[src/rtl/sine_dds_gen_if.sv]
// Control and sample-stream bundle for the DDS waveform generator.
// The master side is the generator; the slave side is the consumer and control source.
interface sine_dds_gen_if #(
  parameter int PHASE_W = 16,
  parameter int DATA_W  = 8
);
  logic               en;
  logic               sync_clr;
  logic [PHASE_W-1:0] ftw;
  logic [PHASE_W-1:0] phase_ofs;
  logic [1:0]         mode;
  logic               out_valid;
  logic               out_ready;
  logic [DATA_W-1:0]  out_data;
  logic               wrap;

  modport master (
    input  en, sync_clr, ftw, phase_ofs, mode, out_ready,
    output out_valid, out_data, wrap
  );

  modport slave (
    output en, sync_clr, ftw, phase_ofs, mode, out_ready,
    input  out_valid, out_data, wrap
  );
endinterface

[src/rtl/sine_dds_gen.sv]
// DDS waveform generator: phase accumulator plus quarter-wave sine ROM, with square,
// triangle and sawtooth shapes, delivered as a valid/ready sample stream.
module sine_dds_gen #(
  parameter int PHASE_W = 16,
  parameter int ADDR_W  = 6,
  parameter int DATA_W  = 8
) (
  input  logic              clk,
  input  logic              rst_n,
  sine_dds_gen_if.master    bus
);
  localparam int DEPTH = 1 << ADDR_W;
  localparam logic [DATA_W-1:0] POS_FS = {1'b0, {(DATA_W-1){1'b1}}};
  localparam logic [DATA_W-1:0] NEG_FS = {1'b1, {(DATA_W-2){1'b0}}, 1'b1};
  localparam logic [DATA_W-1:0] HALF   = {1'b1, {(DATA_W-1){1'b0}}};

  // Entry i holds the sine at the centre of the i-th quarter-wave bin, rounded.
  function automatic logic [DATA_W-2:0] rom_entry(input int i);
    real amp;
    real ang;
    amp = real'((1 << (DATA_W-1)) - 1);
    ang = 3.14159265358979323846 * (real'(i) + 0.5) / real'(2 << ADDR_W);
    return (DATA_W-1)'($rtoi(amp * $sin(ang) + 0.5));
  endfunction

  logic [DATA_W-2:0] rom [DEPTH];

  generate
    for (genvar gi = 0; gi < DEPTH; gi++) begin : g_rom
      localparam logic [DATA_W-2:0] ENTRY = rom_entry(gi);
      assign rom[gi] = ENTRY;
    end
  endgenerate

  logic [PHASE_W-1:0] acc_reg;
  logic [DATA_W-1:0]  data_reg;
  logic               valid_reg;
  logic               wrap_reg;

  logic               fire;
  logic [PHASE_W-1:0] phase;
  logic [PHASE_W:0]   acc_sum;
  logic [1:0]         quad;
  logic [ADDR_W-1:0]  idx;
  logic [DATA_W-2:0]  mag;
  logic [DATA_W-1:0]  tri_t;
  logic [DATA_W-1:0]  sample_next;
  logic               unused_phase_bits;

  assign fire    = bus.en && (!valid_reg || bus.out_ready) && !bus.sync_clr;
  assign phase   = acc_reg + bus.phase_ofs;
  assign acc_sum = {1'b0, acc_reg} + {1'b0, bus.ftw};

  assign quad  = phase[PHASE_W-1 -: 2];
  assign idx   = phase[PHASE_W-3 -: ADDR_W];
  // Odd quadrants read the table backwards to mirror the quarter wave.
  assign mag   = rom[quad[0] ? ~idx : idx];
  assign tri_t = phase[PHASE_W-2 -: DATA_W];

  // Phase bits below the lookup resolution are simply truncated.
  assign unused_phase_bits = ^phase;

  always_comb begin
    sample_next = '0;
    case (bus.mode)
      2'b00:   sample_next = quad[1] ? -{1'b0, mag} : {1'b0, mag};
      2'b01:   sample_next = phase[PHASE_W-1] ? NEG_FS : POS_FS;
      2'b10:   sample_next = phase[PHASE_W-1] ? (POS_FS - tri_t) : (tri_t - HALF);
      default: sample_next = {~phase[PHASE_W-1], phase[PHASE_W-2 -: DATA_W-1]};
    endcase
  end

  always_ff @(posedge clk or negedge rst_n) begin
    if (!rst_n) begin
      acc_reg   <= '0;
      data_reg  <= '0;
      valid_reg <= 1'b0;
      wrap_reg  <= 1'b0;
    end else if (bus.sync_clr) begin
      acc_reg   <= '0;
      valid_reg <= 1'b0;
      wrap_reg  <= 1'b0;
    end else if (fire) begin
      acc_reg   <= acc_sum[PHASE_W-1:0];
      wrap_reg  <= acc_sum[PHASE_W];
      data_reg  <= sample_next;
      valid_reg <= 1'b1;
    end else begin
      wrap_reg <= 1'b0;
      if (valid_reg && bus.out_ready) begin
        valid_reg <= 1'b0;
      end
    end
  end

  assign bus.out_valid = valid_reg;
  assign bus.out_data  = data_reg;
  assign bus.wrap      = wrap_reg;
endmodule

[src/flat_wrapper.sv]
// flat-port wrapper written by rule: the top's interface ports become plain ports
module sine_dds_gen_flat 
#(
  parameter int PHASE_W = 16,
  parameter int ADDR_W  = 6,
  parameter int DATA_W  = 8
)
  (clk, rst_n, bus_en, bus_sync_clr, bus_ftw, bus_phase_ofs, bus_mode, bus_out_ready, bus_out_valid, bus_out_data, bus_wrap);
  sine_dds_gen_if #(.PHASE_W(PHASE_W), .DATA_W(DATA_W)) bus_i ();
  input  logic clk;
  input  logic rst_n;
  input wire logic [$bits(bus_i.en)-1:0] bus_en;
  input wire logic [$bits(bus_i.sync_clr)-1:0] bus_sync_clr;
  input wire logic [$bits(bus_i.ftw)-1:0] bus_ftw;
  input wire logic [$bits(bus_i.phase_ofs)-1:0] bus_phase_ofs;
  input wire logic [$bits(bus_i.mode)-1:0] bus_mode;
  input wire logic [$bits(bus_i.out_ready)-1:0] bus_out_ready;
  output wire logic [$bits(bus_i.out_valid)-1:0] bus_out_valid;
  output wire logic [$bits(bus_i.out_data)-1:0] bus_out_data;
  output wire logic [$bits(bus_i.wrap)-1:0] bus_wrap;
  assign bus_i.en = bus_en;
  assign bus_i.sync_clr = bus_sync_clr;
  assign bus_i.ftw = bus_ftw;
  assign bus_i.phase_ofs = bus_phase_ofs;
  assign bus_i.mode = bus_mode;
  assign bus_i.out_ready = bus_out_ready;
  assign bus_out_valid = bus_i.out_valid;
  assign bus_out_data = bus_i.out_data;
  assign bus_wrap = bus_i.wrap;
  sine_dds_gen #(.PHASE_W(PHASE_W), .ADDR_W(ADDR_W), .DATA_W(DATA_W)) u_core (.clk(clk), .rst_n(rst_n), .bus(bus_i));
endmodule
[config.mk]
export PLATFORM = sky130hd
export DESIGN_NAME = sine_dds_gen_flat
export DESIGN_NICKNAME = d
export VERILOG_FILES = /design/src/rtl/sine_dds_gen_if.sv /design/src/rtl/sine_dds_gen.sv /design/src/flat_wrapper.sv
export SDC_FILE = /design/constraint.sdc
export NUM_CORES = 1
export LEC_CHECK = 0
export BUFFER_PORTS_ARGS = -buffer_cell sky130_fd_sc_hd__buf_2
export CORE_ASPECT_RATIO = 1.4
export CORE_MARGIN = 3
export CORE_UTILIZATION = 54
export DETAILED_ROUTE_END_ITERATION = 6
export PLACE_DENSITY = 0.81
export RECOVER_POWER = 25
export SETUP_SLACK_MARGIN = 0.5
export SLEW_MARGIN = 20
export SYNTH_ARGS = -nofsm -noshare
export SYNTH_HDL_FRONTEND = slang
export SYNTH_SLANG_ARGS = --single-unit
[constraint.sdc]
create_clock -name clk -period 5.3 [get_ports clk]
set_input_delay 1.59 -clock clk [delete_from_list [all_inputs] [get_ports clk]]
set_output_delay 1.59 -clock clk [all_outputs]
set_load 0.005 [all_outputs]
==> impl_metrics.csv <==
group,metric,value,unit
status,status,"complete, no violations",
worst_setup_path,worstSetupEndpoint,"u_core.bus.out_data[4]",
timing,fin_skew,0.00884,ns
cts,cts-hold-fix-buffers,0,
floorplan,row_count,36,
power_and_ir_drop,intPower,1.40,mW
worst_setup_path,critPathKind,"in -> reg",
layout,syn2layout_area_growth,39.4,%
worst_setup_path,r2r_start,"u_core.acc_reg[3]",
yosys,syn_nets,593,
worst_hold_path,hold_path.class,"reg -> reg",
power_and_ir_drop,peakVddDrop,0.000275,V
route,antenna_left,0,
timing,setup_tns,0,ns
yosys,syn-cell-area,0.00400,sq mm
placement,hpwlAfterDp,11.5,mm
placement,post-place-cells,710,
route,vias_per_cell,6.71,
yosys,ys_seq_elements,26,
yosys,synth_warnings,0,
worst_setup_path,worst_ep_required_time,5.53,ns
route,dr.pass1.iters,5,
worst_setup_path,rr_endpoint,"u_core.bus.out_data[7]",
cts,cts_tree,"built",
yosys,synth-edff-count,0,
cts,cts-root-buf,"clkbuf_8",
timing,setup_viol,0,
cts,insertion_delay,0.28,ns
yosys,synthFlopType,"dfrtp_1",
yosys,synthTopCellsByArea,"dfrtp_1 (16%), ha_1 (13%), xnor2_1 (6.4%)",
route,wl,15.3,mm
yosys,synth_area_per_cell,7.80,sq um
cts,htree_levels,1,
global_routing,grt_max_degree,30,
timing,fin_crit,5.09,ns
timing,fin_hold_ws,0.501,ns
timing,tightest_slew,1.42,ns
route,via_count,4897,
timing,fin_crit_sh,0.961,
floorplan,ios,49,
layout,diodes,0,
floorplan,dieWidth,78.7,um
layout,finalNonFillerCells,730,
placement,place.gp.congestion,1.03,
cts,cts_max_path_buffers,2,
layout,largest_reg_flops,16,
route,drtIter0Drc,390,
floorplan,core_area,0.00707,sq mm
layout,layout_commonest_cell,"buf_4",
yosys,synth.top_cell.area_share,0.163,
global_routing,grt_pass1_wl,24.8,mm
power_and_ir_drop,clkPwrFrac,0.061,
layout,final_nets,717,
route,drcViolationCount,0,
layout,final_cell_mix,"buf_4 (91), buf_2 (44), nand2_1 (41)",
timing,hold_viol,0,
global_routing,overflow,0,
worst_setup_path,critPathMaxFanout,14,
yosys,synth.distinct_cells,79,
yosys,yosysTopAreaCell,"dfrtp_1",
power_and_ir_drop,power_switching,1.35,mW
worst_setup_path,r2r_cells,18,
global_routing,grtUsageTotal,0.371,
worst_setup_path,critPathLaunch,"bus_phase_ofs[8]",
floorplan,fp.dieH,108,um
layout,fin_util,0.788,
power_and_ir_drop,combPwrFrac,0.838,
global_routing,antenna_found_initial,0,
yosys,ys_seq_area_frac,0.163,
power_and_ir_drop,cellPowerDensity,495,mW/mm^2
worst_setup_path,critical_path.endpoint_type,"flop",
flow_run,maxCapViolations,0,
yosys,syn_inst,512,
yosys,synthArstFlopShare,1.00,
global_routing,grt_pass1_vias,5015,
placement,io_buffers,48,
worst_setup_path,crit_arrival,5.32,ns
power_and_ir_drop,leakagePower,2.37,nW
cts,clkTransAtPathRegs,0.10,ns
layout,drive_above_1_share,0.373,
cts,clock_sinks,26,
floorplan,initial_core_util,0.565,
timing,relSlewSlack,0.0526,
worst_setup_path,reg2reg_slack,1.14,ns
route,wl_per_cell,21.0,um
power_and_ir_drop,power_frac_seq,0.101,
layout,fillers,485,
timing,slew_viol_final,0,
timing,clock.fmax,196,MHz
worst_setup_path,startpoint_type,"input pin",
floorplan,die_area,0.00848,sq mm
cts,cts_made_buffers,3,
power_and_ir_drop,switching_share,0.490,
timing,rsz0062_at_grt,"yes",
## stage by stage
step	area [sq um]	total power [mW]	worst slack, ns
floorplan	4220	1.45	-0.154
global placement	5060	2.14	-0.0684
detailed placement	5060	2.17	-0.135
CTS	5470	2.57	0.305
global route	5570	2.91	0.0796
finish	5570	2.76	0.206
## critical path, cell delays in order
cell and delay (ns):
buf_2 0.10, ha_1 0.35, buf_4 0.19, nand4_1 0.12, nor3_1 0.38, o31a_1 0.28, o21a_1 0.21, nor2_4 0.06
inv_2 0.06, buf_4 0.23, ha_1 0.21, inv_1 0.08, o211ai_1 0.08, o2111ai_1 0.15, o22ai_2 0.24, buf_4 0.17
ha_4 0.16, nand2_1 0.08, o2111a_1 0.23, nor3_1 0.19, a22o_1 0.17
## synthesized netlist by cell type, types with 3 or more instances
library cell and count:
xnor2_1 29, and2_1 3, a22o_1 6, nand2_1 44
ha_1 41, o22ai_1 8, a2111oi_0 5, nand3_1 9
a31oi_1 10, o311ai_1 4, a311oi_1 3, a211oi_1 8
xor2_1 6, a211oi_2 3, and3_1 6, o2111ai_1 3
a21oi_1 42, nor2_1 26, a21boi_0 3, or2_2 6
buf_2 5, nor3_1 18, buf_6 3, or3_1 4
o21bai_1 7, nand4_1 6, o31ai_1 3, dfrtp_1 26
nand2b_1 4, o21ai_0 43, o21ai_1 4, o21a_1 5
clkbuf_1 17, o211ai_1 12, nor3_2 3, inv_1 23
a21o_1 6, o31a_1 4
## area by class of cell
class                      instances  area, sq um  share of cell area
multi-input combinational        436         3630               0.652
timing repair buffer             145         1010               0.181
sequential                        26          651               0.117
tap                               95          119              0.0213
inverter                          24         90.1              0.0162
clock buffer                       3         41.3             0.00741
clock inverter                     1         30.0             0.00539
## cell families after synthesis
logic type	Yosys count	share of synthesized area
adders and majority gates	42	0.133
muxes	2	0.00501
buffers and inverters	50	0.0542
and+or+nand+nor	143	0.180
DFF	26	0.163
xor gates and xnor gates	35	0.0767
AOI/OAI and AO/OA	214	0.387
## power groups by stage
stage / logic [mW] / clock network (mW) / registers (mW)
floorplan: 1.18 / 0 / 0.272
detailed placement: 1.90 / 0 / 0.278
global route: 2.45 / 0.174 / 0.281
CTS: 2.13 / 0.170 / 0.276
finish: 2.31 / 0.169 / 0.277
global placement: 1.87 / 0 / 0.275
## per-layer routing
layer,up-vias,part of all wire,wire length (um),global-route usage
met1,2296,0.36,5520,0.404
met4,0,0.077,1180,0.249
met5,-,0,0,0
li1,2213,-,-,-
met3,105,0.059,900,0.0369
met2,283,0.50,7750,0.668
## worst min-delay path by stage
stage                                       from                endpoint  cells after the start  slack, ns
after global routing      u_core.bus.out_data[0]  u_core.bus.out_data[0]                      2       0.52
final                     u_core.bus.out_data[7]  u_core.bus.out_data[7]                      2       0.50
after floorplan           u_core.bus.out_data[3]  u_core.bus.out_data[3]                      2       0.47
after CTS                 u_core.bus.out_data[7]  u_core.bus.out_data[7]                      2       0.50
after detailed placement  u_core.bus.out_data[3]  u_core.bus.out_data[3]                      2       0.47
after global placement    u_core.bus.out_data[7]  u_core.bus.out_data[7]                      2       0.47
## what timing repair did
action | in CTS | in global routing
gates resized for setup | 43 | 18
endpoints found under the hold margin | 0 | 0
buffers inserted | 12 | 4
pin swaps | 25 | 12
endpoints found under the setup margin | 7 | 8
(Power assumes the default switching activity.)
